<file path="src/rtl/wb_gpio_irq.sv">
// Wishbone classic GPIO slave: pad output/enable registers, synchronized inputs,
// per-pin rise/fall edge detection latched into a W1C STATUS feeding a level irq.

module wb_gpio_irq_lane (
  input  logic clk_i,
  input  logic rst_ni,
  input  logic pin_i,
  input  logic rise_en_i,
  input  logic fall_en_i,
  input  logic clr_i,
  output logic sync_o,
  output logic status_o
);
  logic s1_q, s2_q, prev_q, st_q, st_d, set;

  assign set      = (s2_q & ~prev_q & rise_en_i) | (~s2_q & prev_q & fall_en_i);
  // A new edge in the same cycle as a W1C keeps the bit set.
  assign st_d     = (st_q & ~clr_i) | set;
  assign sync_o   = s2_q;
  assign status_o = st_q;

  always_ff @(posedge clk_i) begin
    if (!rst_ni) begin
      s1_q   <= 1'b0;
      s2_q   <= 1'b0;
      prev_q <= 1'b0;
      st_q   <= 1'b0;
    end else begin
      s1_q   <= pin_i;
      s2_q   <= s1_q;
      prev_q <= s2_q;
      st_q   <= st_d;
    end
  end
endmodule

module wb_gpio_irq #(
  parameter logic [31:0] BASE_ADDR = 32'h3000_0000,
  parameter logic [31:0] ADDR_MASK = 32'hFFFF_FF00,
  parameter int          NUM_IO    = 32
) (
  input  logic              wb_clk_i,
  input  logic              wb_rst_ni,
  input  logic              wbs_cyc_i,
  input  logic              wbs_stb_i,
  input  logic              wbs_we_i,
  input  logic [3:0]        wbs_sel_i,
  input  logic [31:0]       wbs_adr_i,
  input  logic [31:0]       wbs_dat_i,
  output logic              wbs_ack_o,
  output logic [31:0]       wbs_dat_o,
  input  logic [NUM_IO-1:0] gpio_in_i,
  output logic [NUM_IO-1:0] gpio_out_o,
  output logic [NUM_IO-1:0] gpio_oeb_o,
  output logic              irq_o
);
  localparam logic [5:0] R_OUT = 6'h0, R_OEB = 6'h1, R_IN = 6'h2,
                         R_RISE = 6'h3, R_FALL = 6'h4, R_STAT = 6'h5;

  logic              ack_q, irq_q;
  logic [31:0]       dat_q, dat_d;
  logic [NUM_IO-1:0] out_q, out_d, oeb_q, oeb_d, rise_q, rise_d, fall_q, fall_d;
  logic [NUM_IO-1:0] sync, status, clr, wm_io, wd_io;
  logic [31:0]       wmask;
  logic [5:0]        reg_sel;
  logic              hit, commit, wr;

  assign hit     = wbs_cyc_i & wbs_stb_i & ((wbs_adr_i & ADDR_MASK) == BASE_ADDR);
  assign commit  = hit & ~ack_q;
  assign wr      = commit & wbs_we_i;
  assign reg_sel = wbs_adr_i[7:2];
  assign wmask   = {{8{wbs_sel_i[3]}}, {8{wbs_sel_i[2]}}, {8{wbs_sel_i[1]}}, {8{wbs_sel_i[0]}}};
  assign wm_io   = wmask[NUM_IO-1:0];
  assign wd_io   = wbs_dat_i[NUM_IO-1:0];
  assign clr     = (wr && reg_sel == R_STAT) ? (wd_io & wm_io) : '0;

  for (genvar i = 0; i < NUM_IO; i++) begin : g_lane
    wb_gpio_irq_lane u_lane (
      .clk_i     (wb_clk_i),
      .rst_ni    (wb_rst_ni),
      .pin_i     (gpio_in_i[i]),
      .rise_en_i (rise_q[i]),
      .fall_en_i (fall_q[i]),
      .clr_i     (clr[i]),
      .sync_o    (sync[i]),
      .status_o  (status[i])
    );
  end

  always_comb begin
    out_d  = out_q;
    oeb_d  = oeb_q;
    rise_d = rise_q;
    fall_d = fall_q;
    dat_d  = '0;
    if (wr) begin
      case (reg_sel)
        R_OUT:   out_d  = (out_q  & ~wm_io) | (wd_io & wm_io);
        R_OEB:   oeb_d  = (oeb_q  & ~wm_io) | (wd_io & wm_io);
        R_RISE:  rise_d = (rise_q & ~wm_io) | (wd_io & wm_io);
        R_FALL:  fall_d = (fall_q & ~wm_io) | (wd_io & wm_io);
        default: ;
      endcase
    end
    // Read data is only non-zero in the ack cycle.
    if (commit && !wbs_we_i) begin
      case (reg_sel)
        R_OUT:   dat_d = 32'(out_q);
        R_OEB:   dat_d = 32'(oeb_q);
        R_IN:    dat_d = 32'(sync);
        R_RISE:  dat_d = 32'(rise_q);
        R_FALL:  dat_d = 32'(fall_q);
        R_STAT:  dat_d = 32'(status);
        default: dat_d = '0;
      endcase
    end
  end

  always_ff @(posedge wb_clk_i) begin
    if (!wb_rst_ni) begin
      ack_q  <= 1'b0;
      dat_q  <= '0;
      out_q  <= '0;
      oeb_q  <= '1;
      rise_q <= '0;
      fall_q <= '0;
      irq_q  <= 1'b0;
    end else begin
      ack_q  <= commit;
      dat_q  <= dat_d;
      out_q  <= out_d;
      oeb_q  <= oeb_d;
      rise_q <= rise_d;
      fall_q <= fall_d;
      irq_q  <= |status;
    end
  end

  assign wbs_ack_o  = ack_q;
  assign wbs_dat_o  = dat_q;
  assign gpio_out_o = out_q;
  assign gpio_oeb_o = oeb_q;
  assign irq_o      = irq_q;
endmodule

</file>
<file path="config.mk">
export PLATFORM = sky130hd
export DESIGN_NAME = wb_gpio_irq
export DESIGN_NICKNAME = d
export VERILOG_FILES = /design/src/rtl/wb_gpio_irq.sv
export SDC_FILE = /design/constraint.sdc
export NUM_CORES = 1
export LEC_CHECK = 0
export BUFFER_PORTS_ARGS = -buffer_cell sky130_fd_sc_hd__buf_4
export CAP_MARGIN = 20
export CORE_MARGIN = 3
export CORE_UTILIZATION = 31
export DETAILED_ROUTE_END_ITERATION = 8
export GPL_TIMING_DRIVEN = 0
export SLEW_MARGIN = 5
export SYNTH_ARGS = -nofsm -noshare
export SYNTH_HDL_FRONTEND = slang
export SYNTH_HIERARCHICAL = 1
export SYNTH_SLANG_ARGS = --single-unit
</file>
<file path="constraint.sdc">
create_clock -name wb_clk_i -period 3.8 [get_ports wb_clk_i]
set_input_delay 0.38 -clock wb_clk_i [delete_from_list [all_inputs] [get_ports wb_clk_i]]
set_output_delay 0.38 -clock wb_clk_i [all_outputs]
set_load 0.05 [all_outputs]
</file>
After elaboration in Yosys (flattened, before gate mapping)
Cells that the tools add are included.
{"block": "word_totals", "ff_bits": 290, "output_inout_bits": 98, "elab_cells": 488}
{"block": "classes", "eq_ne": 6, "n_mux": 2, "n_bitwise": 335, "reduce_logical": 10}
{"operator": "32-bit one-hot mux with 6 select lines", "count": 1}
{"operator": "1-bit AND", "count": 164}
{"operator": "32-bit AND", "count": 5}
{"operator": "32-bit OR", "count": 4}
{"operator": "1-bit inverter", "count": 97}
{"operator": "1-bit OR", "count": 64}
{"operator": "32-bit two-way mux", "count": 1}
{"operator": "32-bit inverter", "count": 1}
{"operator": "32-bit OR reduction", "count": 1}
{"operator": "24-bit by 22-bit equality test with 1-bit output, second input constant", "count": 1}
{"operator": "6-bit by 2-bit equality test with 1-bit output, second input constant", "count": 2}
{"operator": "6-bit by 3-bit equality test with 1-bit output, second input constant", "count": 2}
{"operator": "2-bit AND reduction", "count": 5}
{"operator": "6-bit by 1-bit equality test with 1-bit output, second input constant", "count": 1}
{"operator": "6-bit logical NOT", "count": 1}
{"operator": "1-bit logical AND", "count": 2}
{"operator": "1-bit logical NOT", "count": 1}

Depth between registers and ports, before layout
Gate-level depths: netlist of the first run.
{"block": "depth", "depth_word": 9, "depth_mapped": 7}

Modules after synthesis
The synthesis of the first run kept the hierarchy.
{"mod": "wb_gpio_irq", "instances": 1, "cells_per_inst": 758, "area_each_um2": 7433.4}
{"mod": "wb_gpio_irq_lane", "instances": 32, "cells_per_inst": 11, "area_each_um2": 132.6}

Worst setup path before layout of the first run
Ideal clock, no wire load.
{"block": "synth_timing", "path_type": "input to register", "start": "input wbs_adr_i[23]", "end": "register (tool-made name)", "arrival_ps": 1915, "path_slack_ps": 1813, "path_stages": 4, "n_path_buf": 0, "cell_sequence": "nor4_4 > nand4_4 > nor3_4 > mux2i_1"}
{"element": "start, declared", "line": "48", "source": "input logic [31:0] wbs_adr_i,"}

Final worst setup path of the first run
{"block": "layout_timing", "start": "input wbs_adr_i[7]", "end": "register dat_q[30], in the netlist wbs_dat_o[30]"}
{"block": "layout_via", "elab_chain_cells": 2, "word_cells_on_any_way": 7}
{"element": "6-bit by 3-bit equality test with 1-bit output, or another cell as far along", "line": "107", "source": "case (reg_sel)"}
{"element": "32-bit one-hot mux with 6 select lines *", "line": "107"}
{"element": "end signal, assigned", "line": "130", "source": "dat_q <= dat_d;"}
{"element": "end, declared", "line": "61", "source": "logic [31:0] dat_q, dat_d;"}
Every way passes the cells marked *; elsewhere a longest branch is shown, timed or not.
A chain may end at the register's enable or synchronous reset.

==> out/qor.csv, run 1 <==
stage,metric,value,unit
outcome,status,"finished, final reports clean",
die,pin_count,203,
critical_path,path_delay_family,simple AND/OR/NAND/NOR gates,
synth,avgSynthCellArea,10.52,um^2
grt,grt-ovfl-total,0,
die,dieHeight,200.1,um
placed_design,dp_cells,1815,
sta,rsz0062_at_grt,false,
pwr,p_per_area,452.3,mW/mm^2
critical_path,path_class,in2reg,
synth,yosys_register_bits,290,
synth,synth_edf_count,0,
clocking,ctsResizeCount,0,
sta,hold_viol,0,
die,chipWidth,200.1,um
synth,synth_nets,1215,
die,die_area,0.04003,mm^2
hold_path,min_path_type,in2reg,
clocking,postCtsHoldBufs,0,
synth,ys_seq_area_frac,0.4972,
placed_design,gp_congestion,0.8325,
finish,drive_gt1_frac,0.2840,
pwr,ir_drop,0.0002810,V
finish,syn_to_final_growth,28.65,%
synth,ys_types,34,
sta,fin_ws,1292,ps
clocking,clk_pin_slew,60,ps
route,via_per_inst,5.042,
route,dr.first_iter.drc_count,739,
hold_path,hold_depth,2,
placed_design,preCtsSetupSlack,637.0,ps
grt,grt_use_met3,0.04230,
die,rows,70,
critical_path,critPathArrivalTime,2920,ps
critical_path,path_cells,"buf_4, or4_1, nor2_1, clkbuf_1, a22oi_1, a31oi_1",
hold_path,worstHoldStart,gpio_in_i[8],
critical_path,start_kind,input port,
grt,grtUsageMet1,0.2618,
clocking,cts_sinks,290,
job,max_cap_violations,0,
route,route.vias.total,9463,
critical_path,reg2reg_setup_slack,1340,ps
finish,design_area,0.01502,mm^2
clocking,htreeDepth,2,
grt,top_usage_layer,met2,
finish,nets,1453,
synth,syn_inst,1110,
sta,period_needed,2508,ps
critical_path,crit_path_max_fanout,10,
grt,grt_pass1_wl,58350,um
clocking,post_cts_buffers,0,
synth,synth_ff_type,dfxtp_1,
clocking,cts_tree,built,
synth,async_reset_ff_frac,0,
route,antenna_left,0,
hold_path,min_delay_worst_endpoint,g_lane[8].u_lane/s1_q,
sta,fin_worst_skew,18.18,ps
critical_path,reg2reg_to,g_lane[5].u_lane/status_o,
clocking,numCtsBuffers,34,
sta,fin_crit_sh,0.6600,
clocking,insertion_delay,520,ps
sta,final.setup.tns,0,ps
grt,grt_pass1_vias,9453,
grt,grt_antenna_before_repair,0,
critical_path,cp_num_cells,6,
critical_path,r2r_cells,7,
clocking,cts_root_buf,clkbuf_16,
sta,relSlewSlack,0.3167,
route,wire_per_inst,20.75,um
sta,tightest_slew,1025,ps
placed_design,io_buffers,200,
sta,report.final.slew_viol_count,0,
pwr,finalPower,6.796,mW
critical_path,path_buf_inv,2,
die,initial_core_util,0.3167,
critical_path,crit_slowest_cell,clkbuf_1,
route,drc,0,
die,coreArea,0.03687,mm^2
synth,netlist_area,0.01168,mm^2
route,first_pass_iters,8,
clocking,cts_max_path_buffers,3,
finish,finalNonFillerCells,1877,
sta,fmax,398.8,MHz
route,wl,38950,um
grt,met2_usage,0.3029,
placed_design,place_area,0.01384,mm^2
pwr,p_leak,5.614,nW
placed_design,hpwl,26900,um
synth,yosysWarnings,6,
sta,setup_violations,0,
critical_path,r2r_start,wbs_ack_o,
grt,grt_use_total,0.1917,
critical_path,cp.required,4210,ps
finish,diodes,0,
critical_path,slowest_delay,820,ps
grt,grt_max_degree,131,
critical_path,end_kind,flip-flop,
==> metal layers <==
metal | up-vias | share of wire
met5 | - | 0
met4 | 0 | 0.026
met3 | 65 | 0.077
met2 | 358 | 0.45
met1 | 4550 | 0.45
li1 | 4490 | -
==> Yosys cell counts (2+ instances only) <==
master / n / area share
buf_6: 3 / 0.0029
nand4_1: 3 / 0.0016
nand4_4: 4 / 0.0073
nor2b_1: 65 / 0.035
nor4_1: 12 / 0.0064
nor3_4: 16 / 0.022
nand3_1: 33 / 0.014
a22oi_1: 96 / 0.062
and2_1: 36 / 0.019
nand2_1: 133 / 0.043
mux2i_1: 128 / 0.11
nor3_2: 6 / 0.0051
and2_2: 96 / 0.062
or4_1: 2 / 0.0013
nand3b_1: 32 / 0.021
nand4b_1: 64 / 0.048
nor4_4: 2 / 0.0036
buf_2: 2 / 0.00086
clkbuf_1: 40 / 0.013
nor2_1: 3 / 0.00096
a31oi_1: 32 / 0.017
dfxtp_1: 290 / 0.50
==> stage by stage <==
stage	utilization	hold WS, ps
after floorplan	-	426.3
after global placement	0.3745	431.7
after detailed placement	0.3754	432.0
after CTS	0.4073	50.91
after global routing	0.4074	59.90
final	0.4074	72.28
==> cells by family (layout without fill, tap and decap cells) <==
| family | after synthesis | count (layout) | share of synthesized area |
|---|---|---|---|
| and+or+nand+nor | 516 | 516 | 0.2963 |
| DFF | 290 | 290 | 0.4972 |
| AOI/OAI and AO/OA | 129 | 129 | 0.07950 |
| muxes | 128 | 128 | 0.1097 |
| buffers and inverters | 47 | 310 | 0.01736 |
==> layout make-up <==
| class | instances | area, um^2 |
|---|---|---|
| Sequential cell | 290 | 5806 |
| Multi-Input combinational cell | 773 | 5669 |
| Fill cell | 3629 | 21850 |
| Timing Repair Buffer | 202 | 1538 |
| Tap cell | 504 | 630.6 |
| Clock inverter | 12 | 146.4 |
| Clock buffer | 49 | 1031 |
| Buffer | 47 | 202.7 |
==> cell usage in the layout (no fill, tap or decap), types with 2 or more instances in the layout <==
| cell type | synthesis | layout |
|---|---|---|
| nand4_4 | 4 | 4 |
| nor3_4 | 16 | 16 |
| a22oi_1 | 96 | 96 |
| nand3_1 | 33 | 33 |
| and2_1 | 36 | 36 |
| nand2_1 | 133 | 133 |
| nor2_1 | 3 | 3 |
| buf_2 | 2 | 3 |
| nor4_1 | 12 | 12 |
| nand4b_1 | 64 | 64 |
| nand3b_1 | 32 | 32 |
| or4_1 | 2 | 2 |
| bufinv_16 | 0 | 3 |
| nand4_1 | 3 | 3 |
| a31oi_1 | 32 | 32 |
| and2_2 | 96 | 96 |
| clkbuf_8 | 0 | 6 |
| nor4_4 | 2 | 2 |
| nor3_2 | 6 | 6 |
| buf_4 | 0 | 199 |
| dfxtp_1 | 290 | 290 |
| buf_6 | 3 | 4 |
| nor2b_1 | 65 | 65 |
| clkbuf_16 | 0 | 37 |
| clkinvlp_4 | 0 | 3 |
| clkinv_2 | 0 | 5 |
| mux2i_1 | 128 | 128 |
| clkbuf_1 | 40 | 46 |
==> worst reg2reg max path, cell delays in order (launching register included) <==
cell and delay (ps):
dfxtp_1 320, nor4_1 180, nand4_1 380, buf_2 400
nor3_2 650, and2_1 220, nand3b_1 110, nand3_1 80
==> where the power goes <==
part           internal, mW  total, mW  switching, mW
Clock                  2.10       3.39           1.30
Sequential             3.08       3.10         0.0223
Combinational         0.136      0.299          0.163
Total                  5.31       6.80           1.48
==> worst max path at each step <==
stage	endpoint	start	slack [ps]
after floorplan	flip-flop	wbs_adr_i[23]	1810
after global placement	flip-flop	wb_rst_ni	480
after CTS	wbs_dat_o[5]	wbs_adr_i[7]	1170
after detailed placement	wbs_dat_o[31]	wbs_adr_i[7]	640
final	wbs_dat_o[30]	wbs_adr_i[7]	1290
after global routing	g_lane[7].u_lane/status_o	wbs_adr_i[7]	1180
Power figures use the tool's default switching activity.
==> inputs of run 2 (changes only) <==
clock period = 2.6 ns   (was 3.8 ns; I/O delays follow)
==> run 2 against run 1 <==
Worst hold slack lost 53 ps. Clock power increased by 46%. Non-clock buffer count rose by 32. Total power increased by 47%. Highest routed layer unchanged.
==> out/qor.csv, run 2 (synthesis gave the netlist of run 1 again) <==
stage,metric,value,unit,change
pwr,p_switching,2.178,mW,+47%
sta,report.final.slew_viol_count,0,,unchanged
pwr,p_leak,5.748,nW,+2.4%
outcome,status,"finished, final reports clean",,
die,dieHeight,200.1,um,unchanged
die,chipWidth,200.1,um,unchanged
sta,timing.hold.ws,18.88,ps,-53.40 ps
finish,nFillCells,3607,,-0.61%
finish,final_common_cell,dfxtp_1,,
pwr,comb_power_share,0.048,,+0.004
pwr,p_per_area,650.0,mW/mm^2,+44%
critical_path,start_kind,flip-flop,,
pwr,pwr-share-clk,0.497,,-0.002
die,die_area,0.04003,mm^2,unchanged
critical_path,r2r_start,wbs_ack_o,,
die,coreArea,0.03687,mm^2,unchanged
critical_path,reg2reg_to,g_lane[5].u_lane/status_o,,
grt,grt_use_total,0.1929,,+0.001202
placed_design,dp_cells,1815,,unchanged
placed_design,preCtsSetupSlack,-443.0,ps,-1080 ps
clocking,ctsResizeCount,0,,unchanged
sta,fmax,400.6,MHz,
grt,grt_max_degree,131,,unchanged
clocking,insertion_delay,520,ps,about the same
clocking,numCtsBuffers,34,,unchanged
clocking,htreeDepth,2,,unchanged
finish,final_cell_mix,"dfxtp_1 (290), buf_4 (199), nand2_1 (133)",,
sta,fin_ws,103.9,ps,-1188 ps
critical_path,r2r_cells,7,,unchanged
sta,period_needed,2496,ps,
placed_design,io_buffers,200,,unchanged
die,initial_core_util,0.3167,,unchanged
sta,hold_viol,0,,unchanged
critical_path,reg2reg_setup_slack,100,ps,-1240 ps
hold_path,min_path_type,in2reg,,
clocking,clk_pin_slew,60,ps,about the same
sta,tightest_slew,986.8,ps,-38.06 ps
critical_path,cp.required,2990,ps,-1220 ps
pwr,p_seq_frac,0.455,,-0.002
grt,grt_antenna_before_repair,0,,unchanged
sta,fin_worst_skew,18.67,ps,+0.4857 ps
route,first_pass_iters,7,,-1
sta,setup_violations,0,,unchanged
finish,syn_to_final_growth,31.39,%,
finish,drive_gt1_frac,0.2776,,-0.006469
sta,final.setup.tns,0,ps,unchanged
pwr,finalPower,9.973,mW,+47%
pwr,p_int,7.795,mW,+47%
critical_path,end_kind,flip-flop,,
critical_path,crit_path_max_fanout,10,,unchanged
grt,grt_pass1_wl,58770,um,+0.73%
pwr,ir_drop,0.0004101,V,+46%
grt,grt-ovfl-total,0,,unchanged
clocking,cts_root_buf,clkbuf_16,,
die,rows,70,,unchanged
clocking,cts_max_path_buffers,3,,unchanged
sta,relSlewSlack,0.3421,,+0.02537
finish,finalNonFillerCells,1909,,+1.7%
grt,grt_pass1_vias,9560,,+1.1%
placed_design,gp_congestion,0.8325,,unchanged
critical_path,path_class,reg2reg,,
placed_design,hpwl,26900,um,unchanged
job,max_cap_violations,0,,unchanged
finish,multi_input_area,0.005669,mm^2,unchanged
clocking,cts_tree,built,,
critical_path,endpoint,g_lane[5].u_lane/status_o,,
sta,fin_crit_sh,0.9601,,
critical_path,critPathArrivalTime,2890,ps,-30 ps
pwr,power.share.switching,0.2184,,about the same
critical_path,crit_start,wbs_ack_o,,
finish,register_area,0.005806,mm^2,unchanged
route,drc,0,,unchanged
route,via_per_inst,5.042,,about the same
route,dr.first_iter.drc_count,727,,-1.6%
clocking,cts_sinks,290,,unchanged
finish,nets,1485,,+2.2%
die,pin_count,203,,unchanged
finish,diodes,0,,unchanged
sta,rsz0062_at_grt,false,,
route,antenna_left,0,,unchanged
route,route.vias.total,9625,,+1.7%
route,wire_per_inst,20.56,um,-0.94%
route,wl,39250,um,+0.75%
-- run 2: changes by cell type in the layout (fill, tap and decap cells not counted) --
cell	before	now
dlygate4sd3_1	0	32
-- run 2: power groups by stage --
| stage | logic [mW] | registers (mW) | clock network [mW] |
|---|---|---|---|
| 2_1_floorplan | 0.169 | 4.62 | 0 |
| 3_3_place_gp | 0.428 | 4.63 | 0 |
| 3_5_place_dp | 0.440 | 4.63 | 0 |
| 4_1_cts | 0.479 | 4.53 | 5.07 |
| 5_1_grt | 0.518 | 4.54 | 5.25 |
| 6_report | 0.476 | 4.54 | 4.96 |
-- run 2: layer usage --
metal	share of wire	vias to the layer above	global-route usage
met1	0.45	4655	0.2628
li1	-	4549	-
met4	0.025	0	0.06281
met5	0	-	0
met3	0.073	68	0.04213
met2	0.45	353	0.3061
-- run 2: repair_timing --
| item | CTS | global route |
|---|---|---|
| buffers inserted | 0 | 0 |
| hold buffers | 32 | 0 |
| endpoints found under the hold margin | 32 | 0 |
-- run 2: area by class of cell --
cell class	instances	area share
buffer	47	0.01321
multi-input combinational	773	0.3695
sequential	290	0.3784
clock inverter	12	0.009541
tap	504	0.04110
clock buffer	49	0.06719
timing repair buffer	234	0.1211
-- run 2: worst min path at each step --
stage,from,end,cells after the start
2_1_floorplan,wb_rst_ni,wbs_ack_o,2
3_3_place_gp,g_lane[25].u_lane/s1_q,g_lane[25].u_lane/sync_o,1
3_5_place_dp,g_lane[7].u_lane/s1_q,g_lane[7].u_lane/sync_o,1
4_1_cts,wbs_dat_i[10],flip-flop,3
5_1_grt,wbs_dat_i[10],flip-flop,3
6_report,wbs_dat_i[10],flip-flop,3
-- run 2: stage by stage --
step                area [um^2]    util
finish                    15340  0.4161
global route              15340  0.4161
CTS                       15340  0.4160
detailed placement        13840  0.3754
global placement          13810  0.3745
floorplan                 11680       -
-- run 2: critical path, cell delays in order, from the launching register on --
cell and delay (ps):
dfxtp_1 320, nor4_1 180, nand4_1 390, buf_2 410
nor3_2 650, and2_1 220, nand3b_1 110, nand3_1 80
==> inputs of run 3 (changes only) <==
PLACE_DENSITY = 0.53   (was default)
RECOVER_POWER = 100   (was default)
==> run 3 against run 2 <==
Worst setup slack better by 88 ps. Global-route usage up 0.38 points. Combinational power about the same. Die area unchanged. Worst hold slack better by 7.1 ps. Final cell count down 0.21%. Core utilization down 1.3 points. Clock power down 7.3%. Total power down 3.6%. Via count down 0.38%. Critical path depth unchanged. Clock-buffer cell count up 3. Largest power group unchanged.
==> out/qor.csv, run 3 (synthesis gave the netlist of run 1 again) <==
stage,metric,value,unit,change
outcome,status,"finished, final reports clean",,
critical_path,r2r_cells,7,,unchanged
hold_path,worstHoldStart,gpio_in_i[31],,
sta,fin_worst_skew,25.16,ps,+6.496 ps
critical_path,slowest_delay,710,ps,+60 ps
critical_path,cp_num_cells,7,,unchanged
sta,relSlewSlack,0.3337,,-0.008442
sta,tightest_slew,999.5,ps,+12.66 ps
critical_path,crit_top_cell,clkbuf_1,,
sta,hold_viol,0,,unchanged
route,dr.first_iter.drc_count,684,,-5.9%
sta,report.final.slew_viol_count,0,,unchanged
route,via_per_inst,5.033,,-0.18%
critical_path,reg2reg_to,g_lane[22].u_lane/status_o,,
clocking,htreeDepth,2,,unchanged
grt,grt-ovfl-total,0,,unchanged
critical_path,r2r_start,wbs_ack_o,,
finish,nFillCells,3719,,+3.1%
sta,final.setup.tns,0,ps,unchanged
critical_path,crit_path_max_fanout,10,,unchanged
route,route.vias.total,9588,,-0.38%
grt,grt_use_total,0.1968,,+0.003837
clocking,cts_sinks,290,,unchanged
grt,grt_max_degree,109,,-17%
die,pin_count,203,,unchanged
die,coreArea,0.03687,mm^2,unchanged
finish,final_common_cell,dfxtp_1,,
critical_path,path_delay_family,buffers and inverters,,
sta,fin_crit_sh,0.9261,,-0.03396
route,antenna_left,0,,unchanged
critical_path,crit_slowest_cell,clkbuf_1,,
route,wl,40110,um,+2.2%
critical_path,crit_start,wbs_adr_i[7],,
clocking,cts_tree,built,,
clocking,insertion_delay,510,ps,about the same
die,initial_core_util,0.3167,,unchanged
pwr,p_per_area,647.4,mW/mm^2,-0.41%
grt,grt_pass1_wl,59240,um,+0.79%
route,drc,0,,unchanged
critical_path,reg2reg_setup_slack,270,ps,+170 ps
grt,grt_antenna_before_repair,1,,+1
pwr,pwr-share-clk,0.478,,-0.019
critical_path,cp.required,2980,ps,about the same
critical_path,start_kind,input port,,
route,first_pass_iters,5,,-2
die,dieHeight,200.1,um,unchanged
hold_path,min_path_type,in2reg,,
finish,syn_to_final_growth,27.17,%,
pwr,ir_drop,0.0004063,V,-0.93%
placed_design,io_buffers,200,,unchanged
finish,drive_gt1_frac,0.2021,,-0.07544
job,max_cap_violations,0,,unchanged
die,die_area,0.04003,mm^2,unchanged
die,chipWidth,200.1,um,unchanged
pwr,p_int,7.476,mW,-4.1%
placed_design,gp_congestion,0.8377,,+0.62%
hold_path,min_delay_worst_endpoint,g_lane[31].u_lane/s1_q,,
pwr,p_seq_frac,0.472,,+0.017
clocking,clk_pin_slew,60,ps,about the same
critical_path,end_kind,flip-flop,,
pwr,power.share.switching,0.2223,,+0.003972
sta,fmax,415.3,MHz,+3.7%
grt,grt_pass1_vias,9443,,-1.2%
hold_path,hold_depth,2,,-1
finish,nets,1483,,-0.13%
sta,timing.hold.ws,26.01,ps,+7.128 ps
sta,period_needed,2408,ps,-88.29 ps
critical_path,path_cells,"clkbuf_1, nor4_2, and3_1, clkbuf_1, clkbuf_1, a22oi_1, a31oi_1",,
clocking,numCtsBuffers,34,,unchanged
pwr,p_leak,5.291,nW,-8.0%
critical_path,path_buf_inv,3,,+2
critical_path,critPathArrivalTime,2790,ps,-100 ps
finish,multi_input_area,0.005675,mm^2,+0.11%
die,rows,70,,unchanged
finish,final_cell_mix,"dfxtp_1 (290), clkbuf_1 (150), nand2_1 (133)",,
clocking,cts_max_path_buffers,3,,unchanged
finish,register_area,0.005806,mm^2,unchanged
critical_path,path_class,in2reg,,
pwr,p_switching,2.138,mW,-1.9%
sta,rsz0062_at_grt,false,,
sta,setup_violations,0,,unchanged
placed_design,hpwl,27440,um,+2.0%
pwr,comb_power_share,0.050,,+0.002
route,wire_per_inst,21.06,um,+2.4%
clocking,cts_root_buf,clkbuf_16,,
run 3: final cells by class:
type / instances / area share
diodes: 1 / 0.0001685
plain buffers: 47 / 0.01365
clock buffers: 52 / 0.06732
clock inverters: 6 / 0.004213
multi-input cells: 773 / 0.3822
flip-flops and latches: 290 / 0.3909
well taps: 504 / 0.04246
repair buffers: 232 / 0.09908
run 3: timing repair:
item,in CTS,in global routing
hold buffers,31,0
endpoints found under the hold margin,31,0
gates resized for setup,0,1
setup endpoints to repair,0,1
setup buffers,0,0
run 3: worst max path at each step:
stage / endpoint / slack [ps]
after detailed placement: wbs_dat_o[31] / -330
after global routing: g_lane[21].u_lane/status_o / 120
final: wbs_dat_o[31] / 190
after global placement: wbs_dat_o[14] / -700
after floorplan: flip-flop / 670
after CTS: wbs_dat_o[31] / 200
run 3: power groups by stage:
stage / combinational (mW) / clock (mW) / sequential (mW)
final: 0.479 / 4.60 / 4.54
after CTS: 0.484 / 4.69 / 4.53
after floorplan: 0.169 / 0 / 4.62
after global routing: 0.521 / 4.87 / 4.54
after detailed placement: 0.446 / 0 / 4.63
after global placement: 0.437 / 0 / 4.63
run 3: per-stage QoR:
step | std cells | power, mW | utilization | cell area [um^2] | setup WS (ps)
after floorplan | 1110 | 4.789 | - | 11680 | 665.7
after global placement | 1814 | 5.068 | 0.3745 | 13810 | -697.0
after detailed placement | 1815 | 5.078 | 0.3754 | 13840 | -325.5
after CTS | 1904 | 9.713 | 0.4126 | 15210 | 196.5
after global routing | 1904 | 9.926 | 0.4027 | 14850 | 116.0
final | 1905 | 9.614 | 0.4027 | 14850 | 192.1
run 3: layer usage:
layer | part of all wire | global-route usage | up-vias | wire length, um
met4 | 0.022 | 0.05376 | 2 | 879
met5 | 0.00050 | 0 | - | 20
li1 | - | - | 4549 | -
met2 | 0.45 | 0.3120 | 337 | 17920
met1 | 0.47 | 0.2742 | 4640 | 18690
met3 | 0.065 | 0.04011 | 60 | 2611
